`src/rtl/bp_cce_mem_mux_pkg.sv`:
```
// Shared definitions for the multi-CCE memory command/response mux.
// Optional build macro: BP_CCE_MEM_MUX_PERF_EN (performance counters on the top).
package bp_cce_mem_mux_pkg;

   localparam int perf_cnt_w_lp = 32;

   typedef logic [perf_cnt_w_lp-1:0] perf_cnt_t;

   // Width of a channel index; a single channel still needs one bit of storage.
   function automatic int tag_width(input int n);
      return (n > 1) ? $clog2(n) : 1;
   endfunction

endpackage

```
`src/rtl/bp_cce_mem_mux_if.sv`:
```
// Bus bundle between the CCE instances / memory network and bp_cce_mem_mux.
// slave: the mux itself; master: the surrounding CCEs and memory port.
interface bp_cce_mem_mux_if
  #(parameter int num_cce_p       = 2,
    parameter int mem_msg_width_p = 128);

   logic [num_cce_p*mem_msg_width_p-1:0] mem_cmd_i;
   logic [num_cce_p-1:0]                 mem_cmd_v_i;
   logic [num_cce_p-1:0]                 mem_cmd_ready_o;

   logic [mem_msg_width_p-1:0]           mem_cmd_o;
   logic                                 mem_cmd_v_o;
   logic                                 mem_cmd_ready_i;

   logic [mem_msg_width_p-1:0]           mem_resp_i;
   logic                                 mem_resp_v_i;
   logic                                 mem_resp_yumi_o;

   logic [mem_msg_width_p-1:0]           mem_resp_o;
   logic [num_cce_p-1:0]                 mem_resp_v_o;
   logic [num_cce_p-1:0]                 mem_resp_yumi_i;

   modport slave (
      input  mem_cmd_i, mem_cmd_v_i, mem_cmd_ready_i,
      input  mem_resp_i, mem_resp_v_i, mem_resp_yumi_i,
      output mem_cmd_ready_o, mem_cmd_o, mem_cmd_v_o,
      output mem_resp_yumi_o, mem_resp_o, mem_resp_v_o
   );

   modport master (
      output mem_cmd_i, mem_cmd_v_i, mem_cmd_ready_i,
      output mem_resp_i, mem_resp_v_i, mem_resp_yumi_i,
      input  mem_cmd_ready_o, mem_cmd_o, mem_cmd_v_o,
      input  mem_resp_yumi_o, mem_resp_o, mem_resp_v_o
   );

endinterface

```
`src/rtl/bp_cce_mem_rr_arb.sv`:
```
// Round-robin arbiter: picks the first requester at or after the pointer,
// and moves the pointer past the winner only when the grant is consumed.
module bp_cce_mem_rr_arb
   import bp_cce_mem_mux_pkg::*;
  #(parameter  int num_req_p = 2,
    localparam int idx_w_lp  = tag_width(num_req_p))
   (input  logic                 clk_i,
    input  logic                 reset_i,
    input  logic [num_req_p-1:0] reqs_i,
    input  logic                 advance_i,
    output logic [num_req_p-1:0] grant_o,
    output logic [idx_w_lp-1:0]  grant_idx_o);

   logic [idx_w_lp-1:0] rr_ptr_r;
   logic [idx_w_lp-1:0] rr_ptr_n;

   // Scan once around the ring starting at the pointer, first requester wins
   always_comb begin
      int                  cand;
      logic [idx_w_lp-1:0] cand_idx;
      logic                found;
      grant_o     = '0;
      grant_idx_o = '0;
      found       = 1'b0;
      cand        = 0;
      cand_idx    = '0;
      for (int k = 0; k < num_req_p; k++) begin
         cand = int'(rr_ptr_r) + k;
         if (cand >= num_req_p)
            cand = cand - num_req_p;
         cand_idx = idx_w_lp'(cand);
         if (!found && reqs_i[cand_idx]) begin
            found             = 1'b1;
            grant_o[cand_idx] = 1'b1;
            grant_idx_o       = cand_idx;
         end
      end
   end

   // One past the winner, wrapping; with a single channel this stays at 0
   always_comb begin
      rr_ptr_n = '0;
      if (grant_idx_o != idx_w_lp'(num_req_p - 1))
         rr_ptr_n = grant_idx_o + idx_w_lp'(1);
   end

   // Pointer only moves on a consumed grant
   always_ff @(posedge clk_i) begin
      if (reset_i)
         rr_ptr_r <= '0;
      else if (advance_i)
         rr_ptr_r <= rr_ptr_n;
   end

endmodule

```
`src/rtl/bp_cce_mem_mux.sv`:
```
// Merges the mem_cmd streams of several CCEs onto one memory port and steers
// in-order memory responses back to the CCE that issued each command.
// Optional build macro: BP_CCE_MEM_MUX_PERF_EN adds issue_cnt_o / full_stall_cnt_o.
module bp_cce_mem_mux
   import bp_cce_mem_mux_pkg::*;
  #(parameter int num_cce_p         = 2,
    parameter int mem_msg_width_p   = 128,
    parameter int max_outstanding_p = 8)
   (input  logic                  clk_i,
    input  logic                  reset_i,
    bp_cce_mem_mux_if.slave       mem_if
`ifdef BP_CCE_MEM_MUX_PERF_EN
    ,
    output logic [num_cce_p*perf_cnt_w_lp-1:0] issue_cnt_o,
    output logic [perf_cnt_w_lp-1:0]           full_stall_cnt_o
`endif
   );

   localparam int tag_w_lp = tag_width(num_cce_p);
   localparam int ptr_w_lp = $clog2(max_outstanding_p);
   localparam int cnt_w_lp = $clog2(max_outstanding_p + 1);

   function automatic logic [ptr_w_lp-1:0] ptr_inc(input logic [ptr_w_lp-1:0] p);
      return (p == ptr_w_lp'(max_outstanding_p - 1)) ? '0 : p + ptr_w_lp'(1);
   endfunction

   logic [num_cce_p-1:0]       buf_full_p0;
   logic [mem_msg_width_p-1:0] buf_data_p0 [num_cce_p];
   logic [num_cce_p-1:0]       capture;
   logic [num_cce_p-1:0]       drain;
   logic [num_cce_p-1:0]       grant;
   logic [tag_w_lp-1:0]        grant_idx;
   logic                       issue;

   logic [tag_w_lp-1:0]        tag_mem [max_outstanding_p];
   logic [ptr_w_lp-1:0]        tag_wr_ptr;
   logic [ptr_w_lp-1:0]        tag_rd_ptr;
   logic [cnt_w_lp-1:0]        tag_cnt;
   logic                       tag_full;
   logic                       tag_empty;
   logic [tag_w_lp-1:0]        tag_head;
   logic                       resp_sel;
   logic                       tag_pop;

   // ---- stage p0: per-channel one-entry input buffers ----
   assign mem_if.mem_cmd_ready_o = reset_i ? '0 : ~buf_full_p0;
   assign capture                = mem_if.mem_cmd_v_i & mem_if.mem_cmd_ready_o;
   assign drain                  = issue ? grant : '0;

   // Full flags: set on capture, cleared when the arbiter sends the entry out
   always_ff @(posedge clk_i) begin
      if (reset_i)
         buf_full_p0 <= '0;
      else
         buf_full_p0 <= (buf_full_p0 & ~drain) | capture;
   end

   // Payload registers carry no reset; the full flag qualifies them
   always_ff @(posedge clk_i) begin
      for (int i = 0; i < num_cce_p; i++)
         if (capture[i])
            buf_data_p0[i] <= mem_if.mem_cmd_i[i*mem_msg_width_p +: mem_msg_width_p];
   end

   // ---- issue: round-robin across full buffers toward memory ----
   bp_cce_mem_rr_arb #(.num_req_p(num_cce_p)) u_arb (
      .clk_i       (clk_i),
      .reset_i     (reset_i),
      .reqs_i      (buf_full_p0),
      .advance_i   (issue),
      .grant_o     (grant),
      .grant_idx_o (grant_idx)
   );

   // Full tag FIFO blocks issue even if a response pops it this cycle
   assign issue              = ~reset_i & mem_if.mem_cmd_ready_i & ~tag_full & (|buf_full_p0);
   assign mem_if.mem_cmd_v_o = issue;

   // One-hot grant selects the winning buffer's payload
   always_comb begin
      mem_if.mem_cmd_o = '0;
      for (int i = 0; i < num_cce_p; i++)
         if (grant[i])
            mem_if.mem_cmd_o = mem_if.mem_cmd_o | buf_data_p0[i];
   end

   // ---- tag FIFO: owner of every command still awaiting its response ----
   assign tag_full  = (tag_cnt == cnt_w_lp'(max_outstanding_p));
   assign tag_empty = (tag_cnt == '0);
   assign tag_head  = tag_mem[tag_rd_ptr];

   // Pointers and occupancy; simultaneous push and pop leave the count alone
   always_ff @(posedge clk_i) begin
      if (reset_i) begin
         tag_wr_ptr <= '0;
         tag_rd_ptr <= '0;
         tag_cnt    <= '0;
      end else begin
         if (issue)
            tag_wr_ptr <= ptr_inc(tag_wr_ptr);
         if (tag_pop)
            tag_rd_ptr <= ptr_inc(tag_rd_ptr);
         if (issue && !tag_pop)
            tag_cnt <= tag_cnt + cnt_w_lp'(1);
         else if (!issue && tag_pop)
            tag_cnt <= tag_cnt - cnt_w_lp'(1);
      end
   end

   // Tag storage written with the granted channel index
   always_ff @(posedge clk_i) begin
      if (issue)
         tag_mem[tag_wr_ptr] <= grant_idx;
   end

   // ---- response: route to the oldest outstanding owner ----
   assign resp_sel               = ~reset_i & mem_if.mem_resp_v_i & ~tag_empty;
   assign mem_if.mem_resp_o      = mem_if.mem_resp_i;
   assign mem_if.mem_resp_yumi_o = |(mem_if.mem_resp_yumi_i & mem_if.mem_resp_v_o);
   assign tag_pop                = mem_if.mem_resp_yumi_o;

   // Valid goes only to the head owner; nothing is presented with no tags held
   always_comb begin
      mem_if.mem_resp_v_o = '0;
      if (resp_sel)
         mem_if.mem_resp_v_o[tag_head] = 1'b1;
   end

`ifndef SYNTHESIS
   // A response with nothing outstanding means memory broke the in-order contract
   resp_without_tag_a : assert property (@(posedge clk_i) disable iff (reset_i)
      !(mem_if.mem_resp_v_i && tag_empty));
`endif

`ifdef BP_CCE_MEM_MUX_PERF_EN
   perf_cnt_t issue_cnt_r [num_cce_p];
   perf_cnt_t full_stall_cnt_r;

   function automatic perf_cnt_t sat_inc(input perf_cnt_t c);
      return (c == '1) ? c : c + perf_cnt_t'(1);
   endfunction

   // Saturating per-channel issue counts and tag-full stall cycles
   always_ff @(posedge clk_i) begin
      if (reset_i) begin
         for (int i = 0; i < num_cce_p; i++)
            issue_cnt_r[i] <= '0;
         full_stall_cnt_r <= '0;
      end else begin
         for (int i = 0; i < num_cce_p; i++)
            if (drain[i])
               issue_cnt_r[i] <= sat_inc(issue_cnt_r[i]);
         if ((|buf_full_p0) && mem_if.mem_cmd_ready_i && tag_full)
            full_stall_cnt_r <= sat_inc(full_stall_cnt_r);
      end
   end

   // Flatten the per-channel counters onto the output bus
   always_comb begin
      issue_cnt_o = '0;
      for (int i = 0; i < num_cce_p; i++)
         issue_cnt_o[i*perf_cnt_w_lp +: perf_cnt_w_lp] = issue_cnt_r[i];
   end

   assign full_stall_cnt_o = full_stall_cnt_r;
`endif

endmodule

```
`src/flat_wrapper.sv`:
```
// flat-port wrapper written by rule: the top's interface ports become plain ports
module bp_cce_mem_mux_flat import bp_cce_mem_mux_pkg::*;
#(parameter int num_cce_p         = 2,
    parameter int mem_msg_width_p   = 128,
    parameter int max_outstanding_p = 8)
  (clk_i, reset_i, mem_if_mem_cmd_i, mem_if_mem_cmd_v_i, mem_if_mem_cmd_ready_i, mem_if_mem_resp_i, mem_if_mem_resp_v_i, mem_if_mem_resp_yumi_i, mem_if_mem_cmd_ready_o, mem_if_mem_cmd_o, mem_if_mem_cmd_v_o, mem_if_mem_resp_yumi_o, mem_if_mem_resp_o, mem_if_mem_resp_v_o);
  bp_cce_mem_mux_if #(.num_cce_p(num_cce_p), .mem_msg_width_p(mem_msg_width_p)) mem_if_i ();
  input  logic clk_i;
  input  logic reset_i;
  input wire logic [$bits(mem_if_i.mem_cmd_i)-1:0] mem_if_mem_cmd_i;
  input wire logic [$bits(mem_if_i.mem_cmd_v_i)-1:0] mem_if_mem_cmd_v_i;
  input wire logic [$bits(mem_if_i.mem_cmd_ready_i)-1:0] mem_if_mem_cmd_ready_i;
  input wire logic [$bits(mem_if_i.mem_resp_i)-1:0] mem_if_mem_resp_i;
  input wire logic [$bits(mem_if_i.mem_resp_v_i)-1:0] mem_if_mem_resp_v_i;
  input wire logic [$bits(mem_if_i.mem_resp_yumi_i)-1:0] mem_if_mem_resp_yumi_i;
  output wire logic [$bits(mem_if_i.mem_cmd_ready_o)-1:0] mem_if_mem_cmd_ready_o;
  output wire logic [$bits(mem_if_i.mem_cmd_o)-1:0] mem_if_mem_cmd_o;
  output wire logic [$bits(mem_if_i.mem_cmd_v_o)-1:0] mem_if_mem_cmd_v_o;
  output wire logic [$bits(mem_if_i.mem_resp_yumi_o)-1:0] mem_if_mem_resp_yumi_o;
  output wire logic [$bits(mem_if_i.mem_resp_o)-1:0] mem_if_mem_resp_o;
  output wire logic [$bits(mem_if_i.mem_resp_v_o)-1:0] mem_if_mem_resp_v_o;
  assign mem_if_i.mem_cmd_i = mem_if_mem_cmd_i;
  assign mem_if_i.mem_cmd_v_i = mem_if_mem_cmd_v_i;
  assign mem_if_i.mem_cmd_ready_i = mem_if_mem_cmd_ready_i;
  assign mem_if_i.mem_resp_i = mem_if_mem_resp_i;
  assign mem_if_i.mem_resp_v_i = mem_if_mem_resp_v_i;
  assign mem_if_i.mem_resp_yumi_i = mem_if_mem_resp_yumi_i;
  assign mem_if_mem_cmd_ready_o = mem_if_i.mem_cmd_ready_o;
  assign mem_if_mem_cmd_o = mem_if_i.mem_cmd_o;
  assign mem_if_mem_cmd_v_o = mem_if_i.mem_cmd_v_o;
  assign mem_if_mem_resp_yumi_o = mem_if_i.mem_resp_yumi_o;
  assign mem_if_mem_resp_o = mem_if_i.mem_resp_o;
  assign mem_if_mem_resp_v_o = mem_if_i.mem_resp_v_o;
  bp_cce_mem_mux #(.num_cce_p(num_cce_p), .mem_msg_width_p(mem_msg_width_p), .max_outstanding_p(max_outstanding_p)) u_core (.clk_i(clk_i), .reset_i(reset_i), .mem_if(mem_if_i));
endmodule
```
`config.mk`:
```
export PLATFORM = sky130hd
export DESIGN_NAME = bp_cce_mem_mux_flat
export DESIGN_NICKNAME = d
export VERILOG_FILES = /design/src/rtl/bp_cce_mem_mux_pkg.sv /design/src/rtl/bp_cce_mem_mux_if.sv /design/src/rtl/bp_cce_mem_rr_arb.sv /design/src/rtl/bp_cce_mem_mux.sv /design/src/flat_wrapper.sv
export SDC_FILE = /design/constraint.sdc
export NUM_CORES = 1
export LEC_CHECK = 0
export BUFFER_PORTS_ARGS = -buffer_cell sky130_fd_sc_hd__buf_2
export CORE_AREA = 2 2 254 256
export CTS_CLUSTER_DIAMETER = 30
export DETAILED_ROUTE_END_ITERATION = 10
export DIE_AREA = 0 0 256 258
export PLACE_DENSITY = 0.49
export SYNTH_ARGS = -nofsm -noshare
export SYNTH_HDL_FRONTEND = slang
export SYNTH_SLANG_ARGS = --single-unit
```
`constraint.sdc`:
```
create_clock -name clk_i -period 4.2 [get_ports clk_i]
set_clock_uncertainty 0.05 [all_clocks]
set_input_delay 0.21 -clock clk_i [delete_from_list [all_inputs] [get_ports clk_i]]
set_output_delay 0.21 -clock clk_i [all_outputs]
set_load 0.02 [all_outputs]
```
==> metrics <==
CTS tree done; GR Util All Layers 13.28%; Placed Cells 1748; clock sinks 280; Tcrit/Tclk final 76.95%; H-tree depth 3; leakage power 7.254 nW; via count 7976; multi-input logic area 0.001718 sq mm; max_slew headroom 35.08%; ys flop type edfxtp_1; Max Clock Freq 309.4 MHz; DRC violations left 0; Layout area overhead 63.70%; post-CTS setup buffer count 0; FF+latch area 0.008248 sq mm; CP Capture Type register; Post-DRT Antenna Nets 0; First-pass DRT Iterations 4; GP Congestion 0.9532; final net count 1627; EDFF count, synth 264; cells after synthesis 642; Netlist cell types 33; overall routed net length 45.27 mm; vias per inst 3.736; Data arrival, critical path 3.66 ns; IO buf count 397; worst slack at placement 0.9647 ns; synthesized cell area 0.01104 sq mm; total number of yosys warnings 0; Reg2Reg Setup Slack 0.97 ns; Syn Area/Cell 17.19 sq um; share of synthesized registers carrying an async set or reset 0%; status finished, final reports clean; number of antenna violations at the first check in global routing 5; DP HPWL 32.54 mm; IO Count 654; fillcell total 6393; first-pass GRT wire length 62.80 mm; MaxCap Viol Count 0; ANT cells 0; CP Launch Type register; reg-to-reg endpoint u_core.tag_cnt[3]; Crit Path Category reg -> reg; Clock Tree Root clkbuf_16; Seq cells post-synth 280; pin count of the biggest net entering global routing 139; Die Span Y 258 um; final instance area 0.01807 sq mm; RSZ-0062 raised after global routing no; R2R depth 12; final hold viol count 0; cell area after placement 0.01318 sq mm; Core ar. 0.06365 sq mm; fin worst setup slack 0.9683 ns; min-delay src mem_if_mem_resp_yumi_i[0]; FP Rows 93; Final min period 3.232 ns; remaining global-route overflow 0; worst hold path depth 5; drt initial violations 311; clock transition at the registers of the reported paths 0.04 ns; Worst Max-Slew Pin Slew 0.9738 ns; PwrDens 518.4 mW/mm^2; Clock Latency Late Sink 0.57 ns; Finish-stage setup viols 0; Net Count, Synth 1042; layout cell share with drive strength beyond 1 40.39%; worst vdd ir 0.3880 mV; worst-case clock buffer depth 3; post-route setup TNS 0 ns; hold_ws 0.1326 ns; Die ar. 0.06605 sq mm; Avg WL per Cell 21.20 um; vias in the first global route 8973; Max FO, Critical Path 5; total CTS buffers 71; hold crit path type in -> reg; Max Slew Vio Count 0; Worst Path Required 4.63 ns; register area share after synthesis 74.72%; post-route insts no fill 2135; die width 256 um; Initial Utilization 17.34%
==> layout make-up <==
cell class | count | share of cell area [%]
flip-flops and latches | 280 | 45.64
inverters | 4 | 0.08309
clock inverters | 41 | 2.202
repair buffers | 670 | 26.23
clock buffers | 85 | 10.41
multi-input cells | 200 | 9.507
well taps | 855 | 5.920
==> power by group <==
part / internal (mW) / switching [mW]
Clock: 3.48 / 1.65
Sequential: 3.20 / 0.0442
Combinational: 0.465 / 0.529
==> worst max-delay path, stage by stage (launching register included) <==
cell and delay (ns):
dfxtp_1 0.35, mux4_1 0.61, mux2i_4 0.20, mux2i_2 0.36, inv_1 0.11, ha_1 0.22
inv_1 0.12, ha_1 0.25, a21o_1 0.18, a21oi_1 0.16, xnor2_1 0.09, or3_1 0.30
a21oi_1 0.16
==> repair_timing <==
action,CTS,global route
hold buffers,261,0
endpoints found under the hold margin,268,0
resized for setup,0,0
==> stage by stage <==
stage	util, %	total power [mW]
after floorplan	-	3.892
after global placement	20.70	4.086
after detailed placement	20.70	4.096
after CTS	28.39	9.488
after global routing	28.39	9.719
final	28.39	9.367
==> logic make-up after synthesis <==
logic type	after synthesis	synth area share [%]
flip-flops	280	74.72
buffers and inverters	162	9.930
AO/OA/AOI/OAI	139	11.00
AND/OR/NAND/NOR	40	1.791
multiplexers	10	1.349
adder cells (fa/ha/maj)	8	0.9748
XOR/XNOR	3	0.2381
==> cells in the final DEF (no fill, tap or decap), types with 7 or more instances in the layout <==
cell type / count
a22o_1: 128
buf_2: 397
buf_4: 8
clkbuf_1: 11
clkbuf_16: 73
clkinv_1: 14
clkinv_2: 12
dfxtp_1: 16
dlygate4sd3_1: 261
edfxtp_1: 264
ha_1: 7
nor2_1: 19
==> cells in the mapped netlist (3+ instances only) <==
cell type,number,area share [%]
mux2i_1,6,0.54
inv_1,4,0.14
nor3b_1,4,0.27
buf_4,128,8.7
a211oi_1,3,0.20
ha_1,7,0.79
clkbuf_1,29,0.99
nand2_1,3,0.10
nor2b_1,3,0.17
a22o_1,128,10
a21oi_1,3,0.14
edfxtp_1,264,72
nor2_1,19,0.65
nor3_1,3,0.14
dfxtp_1,16,2.9
==> routing by layer <==
metal	up-vias	part of all wire (%)	track usage, %
met4	2	4.7	7.001
met5	-	0.029	0
met2	551	54	24.92
met1	3730	28	10.59
li1	3587	-	-
met3	106	13	8.039
==> sequential cells by signal, summed over array words and instances, names as in the netlist, named ones only <==
name and count:
u_core.buf_data_p0 256, u_core.tag_rd_ptr 3, u_core.buf_full_p0 2, u_core.tag_mem 8
u_core.tag_cnt 4, u_core.u_arb.rr_ptr_r 1, u_core.tag_wr_ptr 3
==> how the worst max path moves through the flow <==
| stage | depth (start not counted) | slack [ns] | end | start |
|---|---|---|---|---|
| floorplan | 12 | 1.0 | u_core.tag_cnt[3] | register |
| global route | 12 | 0.71 | u_core.tag_cnt[3] | register |
| finish | 12 | 0.97 | u_core.tag_cnt[3] | register |
| global placement | 12 | 0.99 | u_core.tag_cnt[3] | register |
| CTS | 12 | 0.94 | u_core.tag_cnt[3] | register |
| detailed placement | 12 | 0.96 | u_core.tag_cnt[3] | register |
(Power assumes the default switching activity.)
